$ cat config.mk
export PLATFORM = sky130hd
export DESIGN_NAME = prog_loader_flat
export DESIGN_NICKNAME = d
export VERILOG_FILES = /design/src/rtl/prog_loader_if.sv /design/src/rtl/prog_loader.sv /design/src/flat_wrapper.sv
export SDC_FILE = /design/constraint.sdc
export NUM_CORES = 1
export LEC_CHECK = 0
export ABC_AREA = 1
export CORE_MARGIN = 1.5
export CORE_UTILIZATION = 59
export DETAILED_ROUTE_END_ITERATION = 10
export PLACE_DENSITY_LB_ADDON = 0.1
export SYNTH_ARGS = -nofsm -noshare
export SYNTH_HDL_FRONTEND = slang
export SYNTH_SLANG_ARGS = --single-unit
export TNS_END_PERCENT = 20
$ cat constraint.sdc
create_clock -name clk -period 4.4 [get_ports clk]
set_input_delay 1.32 -clock clk [delete_from_list [all_inputs] [get_ports clk]]
set_output_delay 1.32 -clock clk [all_outputs]
set_load 0.02 [all_outputs]
$ cat src/rtl/prog_loader_if.sv
// Byte-stream input, program-memory write port and status flags of the
// program loader, bundled as one interface.
//   rx_data/rx_valid/rx_ready : framed byte stream from the host receiver
//   wr_en/wr_addr/wr_data     : program RAM write port
//   busy/done/err             : load status (busy holds the CPU in reset)
// master = host/memory side, slave = the loader itself.
interface prog_loader_if #(
   parameter int unsigned ADDR_W = 8
);
   logic [7:0]        rx_data;
   logic              rx_valid;
   logic              rx_ready;
   logic              wr_en;
   logic [ADDR_W-1:0] wr_addr;
   logic [7:0]        wr_data;
   logic              busy;
   logic              done;
   logic              err;

   modport master (
      output rx_data, rx_valid,
      input  rx_ready, wr_en, wr_addr, wr_data, busy, done, err
   );

   modport slave (
      input  rx_data, rx_valid,
      output rx_ready, wr_en, wr_addr, wr_data, busy, done, err
   );
endinterface

$ cat src/rtl/prog_loader.sv
// Program-memory loader: parses SYNC, LEN, payload, CSUM frames from a
// valid/ready byte stream, writes the payload to program RAM from address 0
// and verifies the payload checksum.
//   clk : clock, rising edge
//   rst : synchronous active-high reset
//   bus : prog_loader_if slave (rx byte stream in, RAM write port and
//         busy/done/err status out, all registered)
module prog_loader #(
   parameter int unsigned ADDR_W  = 8,
   parameter int unsigned DEPTH   = 256,
   parameter logic [7:0]  SYNC    = 8'hA5,
   parameter logic [15:0] TIMEOUT = 16'd50000
) (
   input  logic          clk,
   input  logic          rst,
   prog_loader_if.slave  bus
);

   // Index is one bit wider than the address so a full 2^ADDR_W frame counts exactly.
   localparam int unsigned IDX_W = ADDR_W + 1;
   localparam int unsigned CMP_W = (IDX_W > 9) ? IDX_W : 9;

   typedef enum logic [1:0] {
      S_IDLE,
      S_LEN,
      S_DATA,
      S_CSUM
   } state_t;

   state_t            state;
   logic [8:0]        len_q;
   logic [IDX_W-1:0]  idx_q;
   logic [7:0]        sum_q;
   logic [15:0]       idle_q;

   logic              accept;
   logic [8:0]        len_n;
   logic              len_ovf;
   logic              last_byte;
   logic              tmo_hit;

   // Handshake, length decode and inter-byte timeout detection.
   always_comb begin
      accept    = bus.rx_valid & bus.rx_ready;
      len_n     = (bus.rx_data == 8'd0) ? 9'd256 : {1'b0, bus.rx_data};
      len_ovf   = 32'(len_n) > DEPTH;
      last_byte = (CMP_W'(idx_q) + CMP_W'(1)) == CMP_W'(len_q);
      // An accepted byte in the same cycle always beats the timeout.
      tmo_hit   = (TIMEOUT != 16'd0) && (state != S_IDLE) && !accept &&
                  ((17'(idle_q) + 17'd1) == 17'(TIMEOUT));
   end

   // Frame FSM with registered outputs.
   always_ff @(posedge clk) begin
      if (rst) begin
         state        <= S_IDLE;
         len_q        <= '0;
         idx_q        <= '0;
         sum_q        <= '0;
         idle_q       <= '0;
         bus.rx_ready <= 1'b0;
         bus.wr_en    <= 1'b0;
         bus.wr_addr  <= '0;
         bus.wr_data  <= '0;
         bus.busy     <= 1'b0;
         bus.done     <= 1'b0;
         bus.err      <= 1'b0;
      end else begin
         bus.rx_ready <= 1'b1;
         bus.wr_en    <= 1'b0;
         bus.done     <= 1'b0;

         if ((state == S_IDLE) || accept || tmo_hit || (TIMEOUT == 16'd0)) begin
            idle_q <= '0;
         end else begin
            idle_q <= idle_q + 16'd1;
         end

         if (tmo_hit) begin
            bus.err  <= 1'b1;
            bus.busy <= 1'b0;
            state    <= S_IDLE;
         end else if (accept) begin
            case (state)
               S_IDLE: begin
                  // Anything other than SYNC is line noise and is dropped.
                  if (bus.rx_data == SYNC) begin
                     bus.err  <= 1'b0;
                     bus.busy <= 1'b1;
                     state    <= S_LEN;
                  end
               end
               S_LEN: begin
                  if (len_ovf) begin
                     bus.err  <= 1'b1;
                     bus.busy <= 1'b0;
                     state    <= S_IDLE;
                  end else begin
                     len_q <= len_n;
                     idx_q <= '0;
                     sum_q <= '0;
                     state <= S_DATA;
                  end
               end
               S_DATA: begin
                  bus.wr_en   <= 1'b1;
                  bus.wr_addr <= idx_q[ADDR_W-1:0];
                  bus.wr_data <= bus.rx_data;
                  sum_q       <= sum_q + bus.rx_data;
                  idx_q       <= idx_q + IDX_W'(1);
                  if (last_byte) begin
                     state <= S_CSUM;
                  end
               end
               S_CSUM: begin
                  // Memory is left as written even on a bad checksum.
                  bus.busy <= 1'b0;
                  state    <= S_IDLE;
                  if (bus.rx_data == sum_q) begin
                     bus.done <= 1'b1;
                  end else begin
                     bus.err <= 1'b1;
                  end
               end
               default: begin
                  state <= S_IDLE;
               end
            endcase
         end
      end
   end

endmodule

$ cat src/flat_wrapper.sv
// flat-port wrapper written by rule: the top's interface ports become plain ports
module prog_loader_flat 
#(
   parameter int unsigned ADDR_W  = 8,
   parameter int unsigned DEPTH   = 256,
   parameter logic [7:0]  SYNC    = 8'hA5,
   parameter logic [15:0] TIMEOUT = 16'd50000
)
  (clk, rst, bus_rx_data, bus_rx_valid, bus_rx_ready, bus_wr_en, bus_wr_addr, bus_wr_data, bus_busy, bus_done, bus_err);
  prog_loader_if #(.ADDR_W(ADDR_W)) bus_i ();
  input  logic clk;
  input  logic rst;
  input wire logic [$bits(bus_i.rx_data)-1:0] bus_rx_data;
  input wire logic [$bits(bus_i.rx_valid)-1:0] bus_rx_valid;
  output wire logic [$bits(bus_i.rx_ready)-1:0] bus_rx_ready;
  output wire logic [$bits(bus_i.wr_en)-1:0] bus_wr_en;
  output wire logic [$bits(bus_i.wr_addr)-1:0] bus_wr_addr;
  output wire logic [$bits(bus_i.wr_data)-1:0] bus_wr_data;
  output wire logic [$bits(bus_i.busy)-1:0] bus_busy;
  output wire logic [$bits(bus_i.done)-1:0] bus_done;
  output wire logic [$bits(bus_i.err)-1:0] bus_err;
  assign bus_i.rx_data = bus_rx_data;
  assign bus_i.rx_valid = bus_rx_valid;
  assign bus_rx_ready = bus_i.rx_ready;
  assign bus_wr_en = bus_i.wr_en;
  assign bus_wr_addr = bus_i.wr_addr;
  assign bus_wr_data = bus_i.wr_data;
  assign bus_busy = bus_i.busy;
  assign bus_done = bus_i.done;
  assign bus_err = bus_i.err;
  prog_loader #(.ADDR_W(ADDR_W), .DEPTH(DEPTH), .SYNC(SYNC), .TIMEOUT(TIMEOUT)) u_core (.clk(clk), .rst(rst), .bus(bus_i));
endmodule
# Word-level counts from Yosys, hierarchy flattened
# Cells that the tools add are included.
# op_classes
eq_ne	14
n_mux	21
addsub	4
reduce_logical	22
bitwise_logic	5
n_lt_le_gt_ge	1
# ops
operator	n
$mux 9	2
$pmux 9 s2	1
$add 16x1->17 const B	1
$eq 17x16->1 const B	1
$add 16x1->16 const B	1
$pmux 8 s2	1
$reduce_and 4->1	3
$mux 1	10
$add 9x1->9 const B	1
$eq 9x9->1	1
$gt 9x9->1 const B	1
$add 8x8->8	1
$eq 8x8->1	1
$eq 8x8->1 const B	1
$logic_not 8->1	1
$mux 8	1
$pmux 2 s4	1
$mux 2	3
$ne 3x2->1 const B	2
$pmux 1 s3	2
$reduce_and 3->1	2
$reduce_bool 2->1	3
$reduce_and 5->1	1
$eq 2x2->1 const B	2
15 further kinds	23
# totals
register_bits	65
input_bits	11
word_cells	79

# Longest topological paths before layout
# Gate-level depths: netlist (run 1).
# depth
word_depth	7
depth_mapped	14
ltp_nobuf	14

# Worst setup path before layout (run 1)
# Ideal clock, no wire load.
# synth_path
path_type	in2reg
start	in bus_rx_data[0]
end	reg u_core.sum_q[6]
arrival_time_ns	2.657
cell_stages	11
n_path_buf	0
slack_ns	1.673
t_required_ns	4.329
setup_ns	0.071
cell_sequence	ha_1 fa_1 a21oi_1 o21ai_0 nand2_1 nand2_1 a21oi_1 nor2_1 nor2_1 nand2_1 a21oi_1
# synth_via
elab_chain_len	5
# synth_lines
item	line_no	source
start: declaration	flat_wrapper.sv:13	input wire logic [$bits(bus_i.rx_data)-1:0] bus_rx_data;
$logic_not 8->1	prog_loader.sv:45	len_n = (bus.rx_data == 8'd0) ? 9'd256 : {1'b0, bus.rx_data};
$mux 9	prog_loader.sv:45	
$gt 9x9->1	prog_loader.sv:46	len_ovf = 32'(len_n) > DEPTH;
$ne 2x2->1 (no source line)	--	
$reduce_and 4->1 (no source line)	--	
end signal: assignment	prog_loader.sv:109	sum_q <= sum_q + bus.rx_data;
end: declaration	prog_loader.sv:33	logic [7:0] sum_q;
# Parallel ways exist; a longest one is shown, timed or not.
# A chain may end at the register's enable or synchronous reset.

# Final worst setup path (run 1)
# Ends and elaborated chain as after synthesis.

==> impl_metrics.prom, run 1 <==
# TYPE chip_impl_metric gauge
chip_impl_info{name="status",value="completed"} 1
chip_impl_metric{name="max_incr_delay_on_cp",unit="ps"} 510
chip_impl_metric{name="seq_area_frac_synth",unit="%"} 39.88
chip_impl_metric{name="fin_area",unit="sq um"} 3834
chip_impl_metric{name="flow.area_growth_from_synthesis",unit="%"} 17.48
chip_impl_info{name="path_delay_family",value="adder cells"} 1
chip_impl_metric{name="post_layout_nonfiller_instances",unit=""} 580
chip_impl_metric{name="antenna_violating_nets_post_route",unit=""} 0
chip_impl_info{name="crit_chain",value="clkdlybuf4s50_1, ha_1, fa_1, a21oi_1, o21ai_0, nand2_1, nand2_1, a21oi_1, nor2_1, nor2_1, nand2_1, a21oi_1"} 1
chip_impl_metric{name="post_synth_inst_count",unit=""} 471
chip_impl_metric{name="finalWorstPathRequiredPeriod",unit="ps"} 3218
chip_impl_metric{name="row_count",unit=""} 26
chip_impl_metric{name="clock_network_fraction_of_total_power",unit="%"} 44.9
chip_impl_metric{name="report.final.setup_viol",unit=""} 0
chip_impl_metric{name="cts_num_sinks",unit=""} 65
chip_impl_metric{name="drtIter0Drc",unit=""} 259
chip_impl_metric{name="finalMaxSlewViolations",unit=""} 0
chip_impl_metric{name="post-place-cells",unit=""} 565
chip_impl_metric{name="critPathMaxFanout",unit=""} 5
chip_impl_metric{name="netlist_area",unit="sq um"} 3263
chip_impl_metric{name="fp.dieArea",unit="sq um"} 5986
chip_impl_metric{name="switching_share_of_power",unit="%"} 22.01
chip_impl_metric{name="post_synth_num_cell_types",unit=""} 35
chip_impl_info{name="clk_root_buffer_cell",value="clkbuf_8"} 1
chip_impl_metric{name="cts-buffers-inserted",unit=""} 9
chip_impl_metric{name="post-synth-top-area-fraction",unit="%"} 39.88
chip_impl_metric{name="cp_num_buf_inv",unit=""} 1
chip_impl_metric{name="antenna_found_initial",unit=""} 0
chip_impl_metric{name="port-buffer-count",unit=""} 31
chip_impl_metric{name="cts.repair_timing.setup_buffer_count",unit=""} 0
chip_impl_metric{name="global_route_wire_length_before_repair",unit="um"} 13690
chip_impl_metric{name="cp.required",unit="ps"} 4670
chip_impl_metric{name="nFillCells",unit=""} 431
chip_impl_metric{name="routed_wire_length_per_instance",unit="um"} 14.15
chip_impl_metric{name="aggregate_routed_wire_length",unit="um"} 8207
chip_impl_metric{name="cts.hold.buffers_added",unit=""} 0
chip_impl_metric{name="seqPwrFrac",unit="%"} 51.5
chip_impl_info{name="worst-setup-path-type",value="in -> reg"} 1
chip_impl_metric{name="timing.slew.headroom",unit="%"} 48.52
chip_impl_metric{name="grt_usage",unit="%"} 28.64
chip_impl_metric{name="die-height",unit="um"} 77.37
chip_impl_metric{name="vdd_drop_max",unit="uV"} 182.0
chip_impl_metric{name="dieWidth",unit="um"} 77.37
chip_impl_metric{name="ys_seq_elements",unit=""} 65
chip_impl_metric{name="timing.final.hold_violations",unit=""} 0
chip_impl_metric{name="htree_num_levels",unit=""} 3
chip_impl_info{name="rsz0062_at_grt",value="no"} 1
chip_impl_metric{name="vias",unit=""} 3223
chip_impl_metric{name="maxClockFrequency",unit="MHz"} 310.7
chip_impl_metric{name="total_congestion_overflow",unit=""} 0
chip_impl_metric{name="post_cts_resize_count",unit=""} 0
chip_impl_info{name="tritoncts",value="built"} 1
chip_impl_metric{name="combPwrFrac",unit="%"} 3.6
chip_impl_info{name="yosysTopAreaCell",value="dfxtp_1"} 1
chip_impl_metric{name="static-leakage-power",unit="nW"} 1.577
chip_impl_info{name="critical-path-slowest-cell",value="clkdlybuf4s50_1"} 1
chip_impl_info{name="layout_common_cells",value="102 x nand2_1, 65 x inv_1, 65 x dfxtp_1"} 1
chip_impl_metric{name="first_global_vias",unit=""} 3075
chip_impl_metric{name="drv_cap",unit=""} 0
chip_impl_metric{name="insertion_delay",unit="ps"} 340
chip_impl_metric{name="start_util",unit="%"} 62.69
chip_impl_info{name="holdCritPathClass",value="reg -> reg"} 1
chip_impl_metric{name="cellInternalPower",unit="mW"} 0.8920
chip_impl_metric{name="syn-mean-instance-area",unit="sq um"} 6.928
chip_impl_metric{name="min_period_over_period",unit="%"} 73.14
chip_impl_info{name="netlist_top_cells_area",value="dfxtp_1 40%, nand2_1 12%, inv_1 7.5%"} 1
chip_impl_metric{name="coreArea",unit="sq um"} 5205
chip_impl_metric{name="detail_route.vias_per_cell",unit=""} 5.557
chip_impl_info{name="worstSetupStartpointType",value="input pin"} 1
chip_impl_metric{name="nNetsFinal",unit=""} 527
chip_impl_metric{name="synth_warnings",unit=""} 0
chip_impl_metric{name="post-route-drc-count",unit=""} 0
chip_impl_metric{name="pin_count",unit=""} 32
chip_impl_metric{name="dpl-instance-area",unit="sq um"} 3638
chip_impl_metric{name="ratio_of_cells_with_drive_above_1_in_the_final_layout",unit="%"} 5.686
chip_impl_metric{name="max_slew.worst_pin.slew",unit="ps"} 771.3
chip_impl_metric{name="setup_tns",unit="ps"} 0
chip_impl_metric{name="clk_transition_reported_paths",unit="ps"} 70
chip_impl_metric{name="power.density_cell_area",unit="nW/um^2"} 298.3
chip_impl_metric{name="drt_first_pass_iters",unit=""} 5
chip_impl_metric{name="grt_start_max_net_pins",unit=""} 29
chip_impl_metric{name="syn-num-nets",unit=""} 492
chip_impl_metric{name="ctsLongestPathBuffers",unit=""} 2
chip_impl_metric{name="post-dp-hpwl",unit="um"} 5602
chip_impl_info{name="type_of_element_capturing_the_critical_path",value="flip-flop"} 1
chip_impl_metric{name="finalWeightedCongestion",unit=""} 0.8972
chip_impl_metric{name="clock_tree_skew_after_final_layout",unit="ps"} 7.172
chip_impl_metric{name="n_antenna_cell",unit=""} 0
chip_impl_info{name="layout.cells.most_common",value="nand2_1"} 1
chip_impl_metric{name="total_switching_power",unit="mW"} 0.2517
chip_impl_metric{name="cp_data_arrival_time",unit="ps"} 3490
[power groups by stage]
stage,Clock (mW),Combinational [mW],Sequential [mW]
final,0.514,0.0409,0.589
after global routing,0.538,0.0433,0.589
after CTS,0.512,0.0396,0.589
after detailed placement,0,0.0391,0.603
after global placement,0,0.0383,0.603
after floorplan,0,0.0177,0.603
[sequential cells by signal (all words and copies together) (netlist names), 8 cells and up, named ones only]
signal and flops:
u_core.bus.wr_addr 8, u_core.bus.wr_data 8, u_core.idle_q 16, u_core.idx_q 9
u_core.len_q 9, u_core.sum_q 8
[logic make-up (layout without fill, tap and decap cells)]
group / Yosys count / count (layout) / synth area share (%)
AO/OA/AOI/OAI: 88 / 88 / 14.76
flip-flops: 65 / 65 / 39.88
buffers and inverters: 76 / 115 / 8.972
adder cells (fa/ha/maj): 10 / 10 / 4.065
XOR/XNOR: 6 / 6 / 1.610
AND/OR/NAND/NOR: 226 / 226 / 30.71
[Yosys cell counts]
library cell / n
o31ai_1: 1
o311ai_0: 1
buf_6: 1
nand3_1: 34
and2_1: 1
clkbuf_1: 9
o21ai_1: 3
nor2_2: 6
a21o_1: 1
nand2_1: 102
a21boi_0: 1
xor2_1: 4
dfxtp_1: 65
o32ai_1: 6
nor3_2: 1
a21oi_1: 38
a32o_1: 1
nand3_4: 1
nor3_1: 3
fa_1: 1
nor3_4: 1
ha_1: 9
or2_1: 1
nand2_2: 1
nor2_1: 58
nand4_1: 11
o21ai_0: 35
nand3b_1: 1
clkinv_1: 1
o21bai_1: 1
nand3_2: 2
inv_1: 65
xnor2_1: 2
nor3b_1: 1
nor4_1: 2
[per-stage QoR]
step / setup WS (ps) / util, % / hold WS, ps / total power [mW]
after floorplan: 1673 / - / 430.0 / 0.6209
after global placement: 1046 / 69.90 / 445.5 / 0.6408
after detailed placement: 983.5 / 69.90 / 459.3 / 0.6416
after CTS: 1243 / 73.65 / 474.4 / 1.141
after global routing: 1050 / 73.65 / 492.9 / 1.170
final: 1182 / 73.65 / 466.4 / 1.144
[per-layer routing]
metal	wire length, um	track usage, %	up-vias
met2	3623	44.21	130
met4	174	13.09	0
li1	-	-	1612
met5	0	0	-
met1	3792	38.99	1460
met3	615	5.176	21
[cell type report]
| type | count | area (sq um) | area share [%] |
|---|---|---|---|
| timing repair buffer | 34 | 332.8 | 8.681 |
| clock buffer | 12 | 155.1 | 4.047 |
| tap | 70 | 87.58 | 2.285 |
| inverter | 66 | 247.7 | 6.462 |
| clock inverter | 3 | 40.04 | 1.044 |
| multi-input combinational | 330 | 1669 | 43.54 |
| sequential | 65 | 1301 | 33.94 |
[worst paths after layout]
check	start	end	slack [ps]	depth (start not counted)
worst min register to register	u_core.idle_q[0]	u_core.idle_q[0]	470	1
worst max-delay path	bus_rx_data[0]	u_core.sum_q[6]	1180	12
worst max register to register	u_core.idle_q[0]	u_core.bus.done	2330	10
worst min-delay path	u_core.idle_q[0]	u_core.idle_q[0]	470	1
Power figures use the tool's default switching activity.
==> run 2: changes to the inputs <==
--- a/config.mk
+++ b/config.mk
@@ -7,7 +7,7 @@
 export LEC_CHECK = 0
 export ABC_AREA = 1
 export CORE_MARGIN = 1.5
-export CORE_UTILIZATION = 59
+export CORE_UTILIZATION = 51
 export DETAILED_ROUTE_END_ITERATION = 10
 export PLACE_DENSITY_LB_ADDON = 0.1
 export SYNTH_ARGS = -nofsm -noshare
==> constraint.sdc (replaced) <==
create_clock -name clk -period 2.8 [get_ports clk]
set_input_delay 0.84 -clock clk [delete_from_list [all_inputs] [get_ports clk]]
set_output_delay 0.84 -clock clk [all_outputs]
set_load 0.02 [all_outputs]
==> run 2 against run 1 <==
Critical path depth stayed put. Largest cell class unchanged. Register-to-register slack worse by 1600 ps. Largest power group unchanged. Worst hold slack better by 3.3 ps.
==> impl_metrics.prom, run 2 (synthesis results as in run 1) <==
# TYPE chip_impl_metric gauge
chip_impl_info{name="status",value="completed"} 1
chip_impl_metric{name="clk_transition_reported_paths",unit="ps"} 70
chip_impl_metric{name="antenna_found_initial",unit=""} 0
chip_impl_metric{name="timing.slew.headroom",unit="%"} 64.77
chip_impl_metric{name="finalMaxSlewViolations",unit=""} 0
chip_impl_metric{name="n_antenna_cell",unit=""} 0
chip_impl_metric{name="fin_area",unit="sq um"} 3910
chip_impl_info{name="rsz0062_at_grt",value="no"} 1
chip_impl_info{name="regMostFlops",value="u_core.idle_q"} 1
chip_impl_metric{name="cts.repair_timing.setup_buffer_count",unit=""} 0
chip_impl_metric{name="antenna_violating_nets_post_route",unit=""} 0
chip_impl_info{name="type_of_element_capturing_the_critical_path",value="flip-flop"} 1
chip_impl_metric{name="drt_first_pass_iters",unit=""} 4
chip_impl_metric{name="finalWorstPathRequiredPeriod",unit="ps"} 2463
chip_impl_metric{name="finalWorstSetupSlack",unit="ps"} 337.4
chip_impl_metric{name="ratio_of_cells_with_drive_above_1_in_the_final_layout",unit="%"} 7.514
chip_impl_metric{name="fp.dieArea",unit="sq um"} 6887
chip_impl_metric{name="coreArea",unit="sq um"} 6061
chip_impl_metric{name="pin_count",unit=""} 32
chip_impl_info{name="path_delay_family",value="adder cells"} 1
chip_impl_metric{name="maxClockFrequency",unit="MHz"} 406.1
chip_impl_metric{name="routed_wire_length_per_instance",unit="um"} 12.80
chip_impl_metric{name="post_cts_resize_count",unit=""} 0
chip_impl_info{name="crit_end",value="u_core.sum_q[6]"} 1
chip_impl_metric{name="htree_num_levels",unit=""} 3
chip_impl_info{name="setup.worst_path.start",value="bus_rx_data[0]"} 1
chip_impl_metric{name="cts-buffers-inserted",unit=""} 9
chip_impl_info{name="layout.cells.most_common",value="nand2_1"} 1
chip_impl_metric{name="power.density_cell_area",unit="nW/um^2"} 462.9
chip_impl_metric{name="drv_cap",unit=""} 0
chip_impl_metric{name="report.final.setup_viol",unit=""} 0
chip_impl_metric{name="reg2reg_depth",unit=""} 10
chip_impl_metric{name="cts_num_sinks",unit=""} 65
chip_impl_metric{name="holdWs",unit="ps"} 469.7
chip_impl_metric{name="cp.required",unit="ps"} 3080
chip_impl_metric{name="insertion_delay",unit="ps"} 350
chip_impl_metric{name="max_slew.worst_pin.slew",unit="ps"} 527.2
chip_impl_metric{name="post-dp-hpwl",unit="um"} 5600
chip_impl_metric{name="post-place-cells",unit=""} 578
chip_impl_metric{name="detailedPlace.worstSlack",unit="ps"} -11.36
chip_impl_info{name="largest_registers",value="u_core.idle_q: 16 flops, u_core.idx_q: 9 flops, u_core.len_q: 9 flops"} 1
chip_impl_metric{name="max_incr_delay_on_cp",unit="ps"} 430
chip_impl_info{name="tritoncts",value="built"} 1
chip_impl_metric{name="post-route-util",unit="%"} 64.51
chip_impl_metric{name="timing.final.hold_violations",unit=""} 0
chip_impl_metric{name="port-buffer-count",unit=""} 31
chip_impl_metric{name="aggregate_routed_wire_length",unit="um"} 7603
chip_impl_info{name="holdCritPathClass",value="reg -> reg"} 1
chip_impl_metric{name="cp_data_arrival_time",unit="ps"} 2740
chip_impl_metric{name="first_global_vias",unit=""} 2801
chip_impl_metric{name="largest_reg_flops",unit=""} 16
chip_impl_info{name="worst-setup-path-type",value="in -> reg"} 1
chip_impl_metric{name="nNetsFinal",unit=""} 535
chip_impl_metric{name="flow.area_growth_from_synthesis",unit="%"} 19.82
chip_impl_metric{name="post_layout_nonfiller_instances",unit=""} 594
chip_impl_info{name="critical_path.reg2reg.startpoint",value="u_core.idle_q[0]"} 1
chip_impl_metric{name="detail_route.vias_per_cell",unit=""} 5.210
chip_impl_metric{name="drtIter0Drc",unit=""} 188
chip_impl_info{name="critical-path-slowest-cell",value="clkdlybuf4s50_1"} 1
chip_impl_metric{name="total_congestion_overflow",unit=""} 0
chip_impl_metric{name="critical_path_cell_count",unit=""} 12
chip_impl_metric{name="reg2reg_setup_slack",unit="ps"} 780
chip_impl_metric{name="start_util",unit="%"} 53.84
chip_impl_metric{name="static-leakage-power",unit="nW"} 1.614
chip_impl_metric{name="global_route_wire_length_before_repair",unit="um"} 12920
chip_impl_metric{name="clock_tree_skew_after_final_layout",unit="ps"} 8.823
chip_impl_metric{name="vias",unit=""} 3095
chip_impl_metric{name="grt_usage",unit="%"} 22.99
chip_impl_metric{name="ctsLongestPathBuffers",unit=""} 2
chip_impl_metric{name="finalWeightedCongestion",unit=""} 0.8912
chip_impl_metric{name="dieWidth",unit="um"} 82.99
chip_impl_info{name="clk_root_buffer_cell",value="clkbuf_8"} 1
chip_impl_metric{name="grt_start_max_net_pins",unit=""} 29
chip_impl_info{name="crit_chain",value="clkdlybuf4s50_1, ha_1, fa_1, a21oi_1, o21ai_0, nand2_1, nand2_1, a21oi_1, nor2_1, nor2_1, nand2_1, a21oi_1"} 1
chip_impl_metric{name="cts.hold.buffers_added",unit=""} 0
chip_impl_metric{name="vdd_drop_max",unit="uV"} 490.3
chip_impl_metric{name="row_count",unit=""} 28
chip_impl_metric{name="die-height",unit="um"} 82.99
chip_impl_metric{name="post-route-drc-count",unit=""} 0
chip_impl_info{name="crit-reg2reg-capture",value="u_core.bus.done"} 1
chip_impl_metric{name="cp_num_buf_inv",unit=""} 1
chip_impl_info{name="layout_common_cells",value="102 x nand2_1, 65 x inv_1, 65 x dfxtp_1"} 1
chip_impl_metric{name="critPathMaxFanout",unit=""} 3
chip_impl_info{name="worstSetupStartpointType",value="input pin"} 1
chip_impl_metric{name="dpl-instance-area",unit="sq um"} 3705
chip_impl_metric{name="min_period_over_period",unit="%"} 87.95
## run 2: cell count changes in the layout (fill, tap and decap cells not counted), sizes merged
cell | previous run | this run
buf | 3 | 11
clkbuf | 12 | 10
clkinvlp | 0 | 2
clkinv | 3 | 4
## run 2: how the worst min path moves through the flow
stage / cells after the start / start / slack [ps] / to
floorplan: 1 / u_core.idle_q[0] / 430 / u_core.idle_q[0]
global placement: 1 / u_core.idle_q[0] / 450 / u_core.idle_q[0]
detailed placement: 1 / u_core.idle_q[0] / 450 / u_core.idle_q[0]
CTS: 1 / u_core.idle_q[0] / 470 / u_core.idle_q[0]
global route: 1 / u_core.idle_q[0] / 480 / u_core.idle_q[0]
finish: 2 / u_core.sum_q[3] / 470 / u_core.sum_q[3]
## run 2: layout make-up
cell class              count  area (sq um)
fillers                   575          2151
multi-input cells         330          1669
flip-flops and latches     65          1301
repair buffers             42         392.9
inverters                  66         247.7
clock buffers              10         137.6
well taps                  75         93.84
clock inverters             6         67.56
## run 2: metrics by stage
step	TNS, ps	total power, mW
after detailed placement	-11.36	1.014
after CTS	0	1.834
final	0	1.810
after global routing	0	1.877
after global placement	0	1.014
after floorplan	0	0.9758
## run 2: tightest hold or removal path, delay by kind of cell, from the launching register on
kind / cells / cell delay, ps
flip-flops: 1 / 310
AND/OR/NAND/NOR: 1 / 60
AO/OA/AOI/OAI: 1 / 50
## run 2: report_power, final
group / internal [mW] / switching [mW] / total (mW)
Clock: 0.436 / 0.381 / 0.817
Combinational: 0.0282 / 0.0395 / 0.0677
Sequential: 0.925 / 0.000656 / 0.925
Total: 1.39 / 0.421 / 1.81
## run 2: layer usage
metal	GRT usage [%]	vias up	wire, um
met5	0	-	0
met3	6.362	10	376
met1	32.35	1396	3860
met2	34.66	64	3276
met4	6.364	0	89
li1	-	1625	-
==> run 3: changes to the inputs <==
--- a/config.mk
+++ b/config.mk
@@ -6,7 +6,6 @@
 export NUM_CORES = 1
 export LEC_CHECK = 0
 export ABC_AREA = 1
-export CORE_MARGIN = 1.5
 export CORE_UTILIZATION = 51
 export DETAILED_ROUTE_END_ITERATION = 10
 export PLACE_DENSITY_LB_ADDON = 0.1
==> run 3 against run 2 <==
Power is essentially flat. Clock skew shrank 1.6 ps. Count of clock-buffer cells in the layout grew 2. First-iteration DRC count shrank 16%. Maximum frequency shrank 2.1%. Design area is essentially flat. Combinational power is essentially flat. Core utilization is essentially flat. Critical path depth is the same. Largest cell class unchanged. Highest routed layer unchanged.
==> impl_metrics.prom, run 3 (synthesis results as in run 1) <==
# TYPE chip_impl_metric gauge
chip_impl_info{name="status",value="completed"} 1
chip_impl_metric{name="first_global_vias",unit=""} 2830
chip_impl_info{name="holdCritPathClass",value="reg -> reg"} 1
chip_impl_metric{name="cp.required",unit="ps"} 3070
chip_impl_metric{name="htree_num_levels",unit=""} 3
chip_impl_metric{name="ratio_of_cells_with_drive_above_1_in_the_final_layout",unit="%"} 7.322
chip_impl_metric{name="finalWeightedCongestion",unit=""} 0.8637
chip_impl_metric{name="cts.hold.buffers_added",unit=""} 0
chip_impl_info{name="layout_common_cells",value="102 x nand2_1, 65 x inv_1, 65 x dfxtp_1"} 1
chip_impl_info{name="largest_registers",value="u_core.idle_q: 16 flops, u_core.idx_q: 9 flops, u_core.len_q: 9 flops"} 1
chip_impl_metric{name="pin_count",unit=""} 32
chip_impl_metric{name="drtIter0Drc",unit=""} 158
chip_impl_metric{name="maxClockFrequency",unit="MHz"} 397.4
chip_impl_metric{name="antenna_violating_nets_post_route",unit=""} 0
chip_impl_metric{name="coreArea",unit="sq um"} 6061
chip_impl_info{name="worstSetupStartpointType",value="input pin"} 1
chip_impl_metric{name="cts.repair_timing.setup_buffer_count",unit=""} 0
chip_impl_metric{name="max_slew.worst_pin.slew",unit="ps"} 511.0
chip_impl_metric{name="ctsLongestPathBuffers",unit=""} 2
chip_impl_metric{name="start_util",unit="%"} 53.84
chip_impl_metric{name="vias",unit=""} 3096
chip_impl_info{name="tritoncts",value="built"} 1
chip_impl_metric{name="setup_tns",unit="ps"} 0
chip_impl_metric{name="totalPowerFinal",unit="mW"} 1.811
chip_impl_metric{name="post_layout_nonfiller_instances",unit=""} 594
chip_impl_metric{name="cts-buffers-inserted",unit=""} 9
chip_impl_metric{name="post-place-cells",unit=""} 578
chip_impl_metric{name="min_period_over_period",unit="%"} 89.87
chip_impl_metric{name="max_incr_delay_on_cp",unit="ps"} 430
chip_impl_metric{name="total_congestion_overflow",unit=""} 0
chip_impl_info{name="critical-path-slowest-cell",value="clkdlybuf4s50_1"} 1
chip_impl_metric{name="grt_usage",unit="%"} 25.19
chip_impl_metric{name="critPathMaxFanout",unit=""} 3
chip_impl_metric{name="cts_num_sinks",unit=""} 65
chip_impl_metric{name="fp.dieArea",unit="sq um"} 6722
chip_impl_metric{name="routed_wire_length_per_instance",unit="um"} 12.77
chip_impl_metric{name="post-dp-hpwl",unit="um"} 5588
chip_impl_metric{name="nNetsFinal",unit=""} 535
chip_impl_metric{name="insertion_delay",unit="ps"} 340
chip_impl_info{name="layout.cells.most_common",value="nand2_1"} 1
chip_impl_metric{name="cp_data_arrival_time",unit="ps"} 2790
chip_impl_metric{name="largest_reg_flops",unit=""} 16
chip_impl_metric{name="report.final.setup_viol",unit=""} 0
chip_impl_metric{name="grt_start_max_net_pins",unit=""} 29
chip_impl_metric{name="dieWidth",unit="um"} 81.99
chip_impl_metric{name="finalMaxSlewViolations",unit=""} 0
chip_impl_metric{name="drt_first_pass_iters",unit=""} 5
chip_impl_metric{name="die-height",unit="um"} 81.99
chip_impl_metric{name="detail_route.vias_per_cell",unit=""} 5.212
chip_impl_metric{name="post_cts_resize_count",unit=""} 0
chip_impl_info{name="clk_root_buffer_cell",value="clkbuf_8"} 1
chip_impl_metric{name="nFillCells",unit=""} 551
chip_impl_info{name="crit_chain",value="clkdlybuf4s50_1, ha_1, fa_1, a21oi_1, o21ai_0, nand2_1, nand2_1, a21oi_1, nor2_1, nor2_1, nand2_1, a21oi_1"} 1
chip_impl_info{name="type_of_element_capturing_the_critical_path",value="flip-flop"} 1
chip_impl_metric{name="static-leakage-power",unit="nW"} 1.618
chip_impl_info{name="worst-setup-path-type",value="in -> reg"} 1
chip_impl_metric{name="clk_transition_reported_paths",unit="ps"} 70
chip_impl_metric{name="flow.area_growth_from_synthesis",unit="%"} 19.86
chip_impl_metric{name="power.density_cell_area",unit="nW/um^2"} 463.1
chip_impl_metric{name="row_count",unit=""} 28
chip_impl_metric{name="vdd_drop_max",unit="uV"} 307.5
chip_impl_metric{name="drv_cap",unit=""} 0
chip_impl_metric{name="port-buffer-count",unit=""} 31
chip_impl_metric{name="antenna_found_initial",unit=""} 0
chip_impl_metric{name="finalWorstPathRequiredPeriod",unit="ps"} 2516
chip_impl_metric{name="timing.slew.headroom",unit="%"} 65.85
chip_impl_metric{name="post-route-drc-count",unit=""} 0
chip_impl_metric{name="timing.final.hold_violations",unit=""} 0
chip_impl_info{name="rsz0062_at_grt",value="no"} 1
chip_impl_info{name="regMostFlops",value="u_core.idle_q"} 1
chip_impl_metric{name="global_route_wire_length_before_repair",unit="um"} 12740
chip_impl_metric{name="n_antenna_cell",unit=""} 0
chip_impl_metric{name="clock_tree_skew_after_final_layout",unit="ps"} 7.187
chip_impl_metric{name="aggregate_routed_wire_length",unit="um"} 7587
==> run 3: changes by cell type in the layout (fill, tap and decap cells not counted), sizes merged <==
| cell | change |
|---|---|
| clkinvlp | -1 |
| clkinv | -1 |
| clkbuf | +2 |
==> run 3: path summary, 6_finish.rpt <==
check	from	to	slack [ps]	depth (start not counted)
max	bus_rx_data[0]	u_core.sum_q[6]	280	12
min reg2reg	u_core.idle_q[0]	u_core.idle_q[0]	470	1
min	u_core.idle_q[0]	u_core.idle_q[0]	470	1
max reg2reg	u_core.idle_q[0]	u_core.idle_q[3]	750	10
==> run 3: final cells by class <==
type	count	area, sq um	share of cell area, %
Timing Repair Buffer	42	392.9	10.04
Inverter	66	247.7	6.334
Clock buffer	12	155.1	3.967
Tap cell	75	93.84	2.399
Multi-Input combinational cell	330	1669	42.67
Clock inverter	4	51.30	1.312
Sequential cell	65	1301	33.27
==> run 3: worst max-delay path, delay by kind of cell <==
family          cells  cell delay, ps
fa+ha+maj           2             630
compound gates      4             560
buf+inv             1             430
simple gates        5             330
==> run 3: metrics by stage <==
step	util, %	hold WS [ps]	setup WS (ps)	instance area, sq um
2_1_floorplan	-	430.0	552.5	3263
5_1_grt	64.53	488.4	63.35	3911
6_report	64.53	466.8	283.6	3911
3_5_place_dp	61.13	452.5	-60.68	3705
4_1_cts	64.53	469.4	305.5	3911
3_3_place_gp	61.13	445.7	24.36	3705
==> run 3: power breakdown <==
group	leakage, nW	switching (mW)	internal, mW
Clock	0.103	0.358	0.460
Combinational	0.992	0.0391	0.0282
Sequential	0.524	0.000592	0.925
==> run 3: metal layers <==
layer / track usage [%] / up-vias / routed length, um
met1: 34.88 / 1388 / 3924
met4: 7.368 / 0 / 43
met3: 6.889 / 4 / 358
met5: 0 / - / 0
met2: 37.93 / 80 / 3260
li1: - / 1624 / -
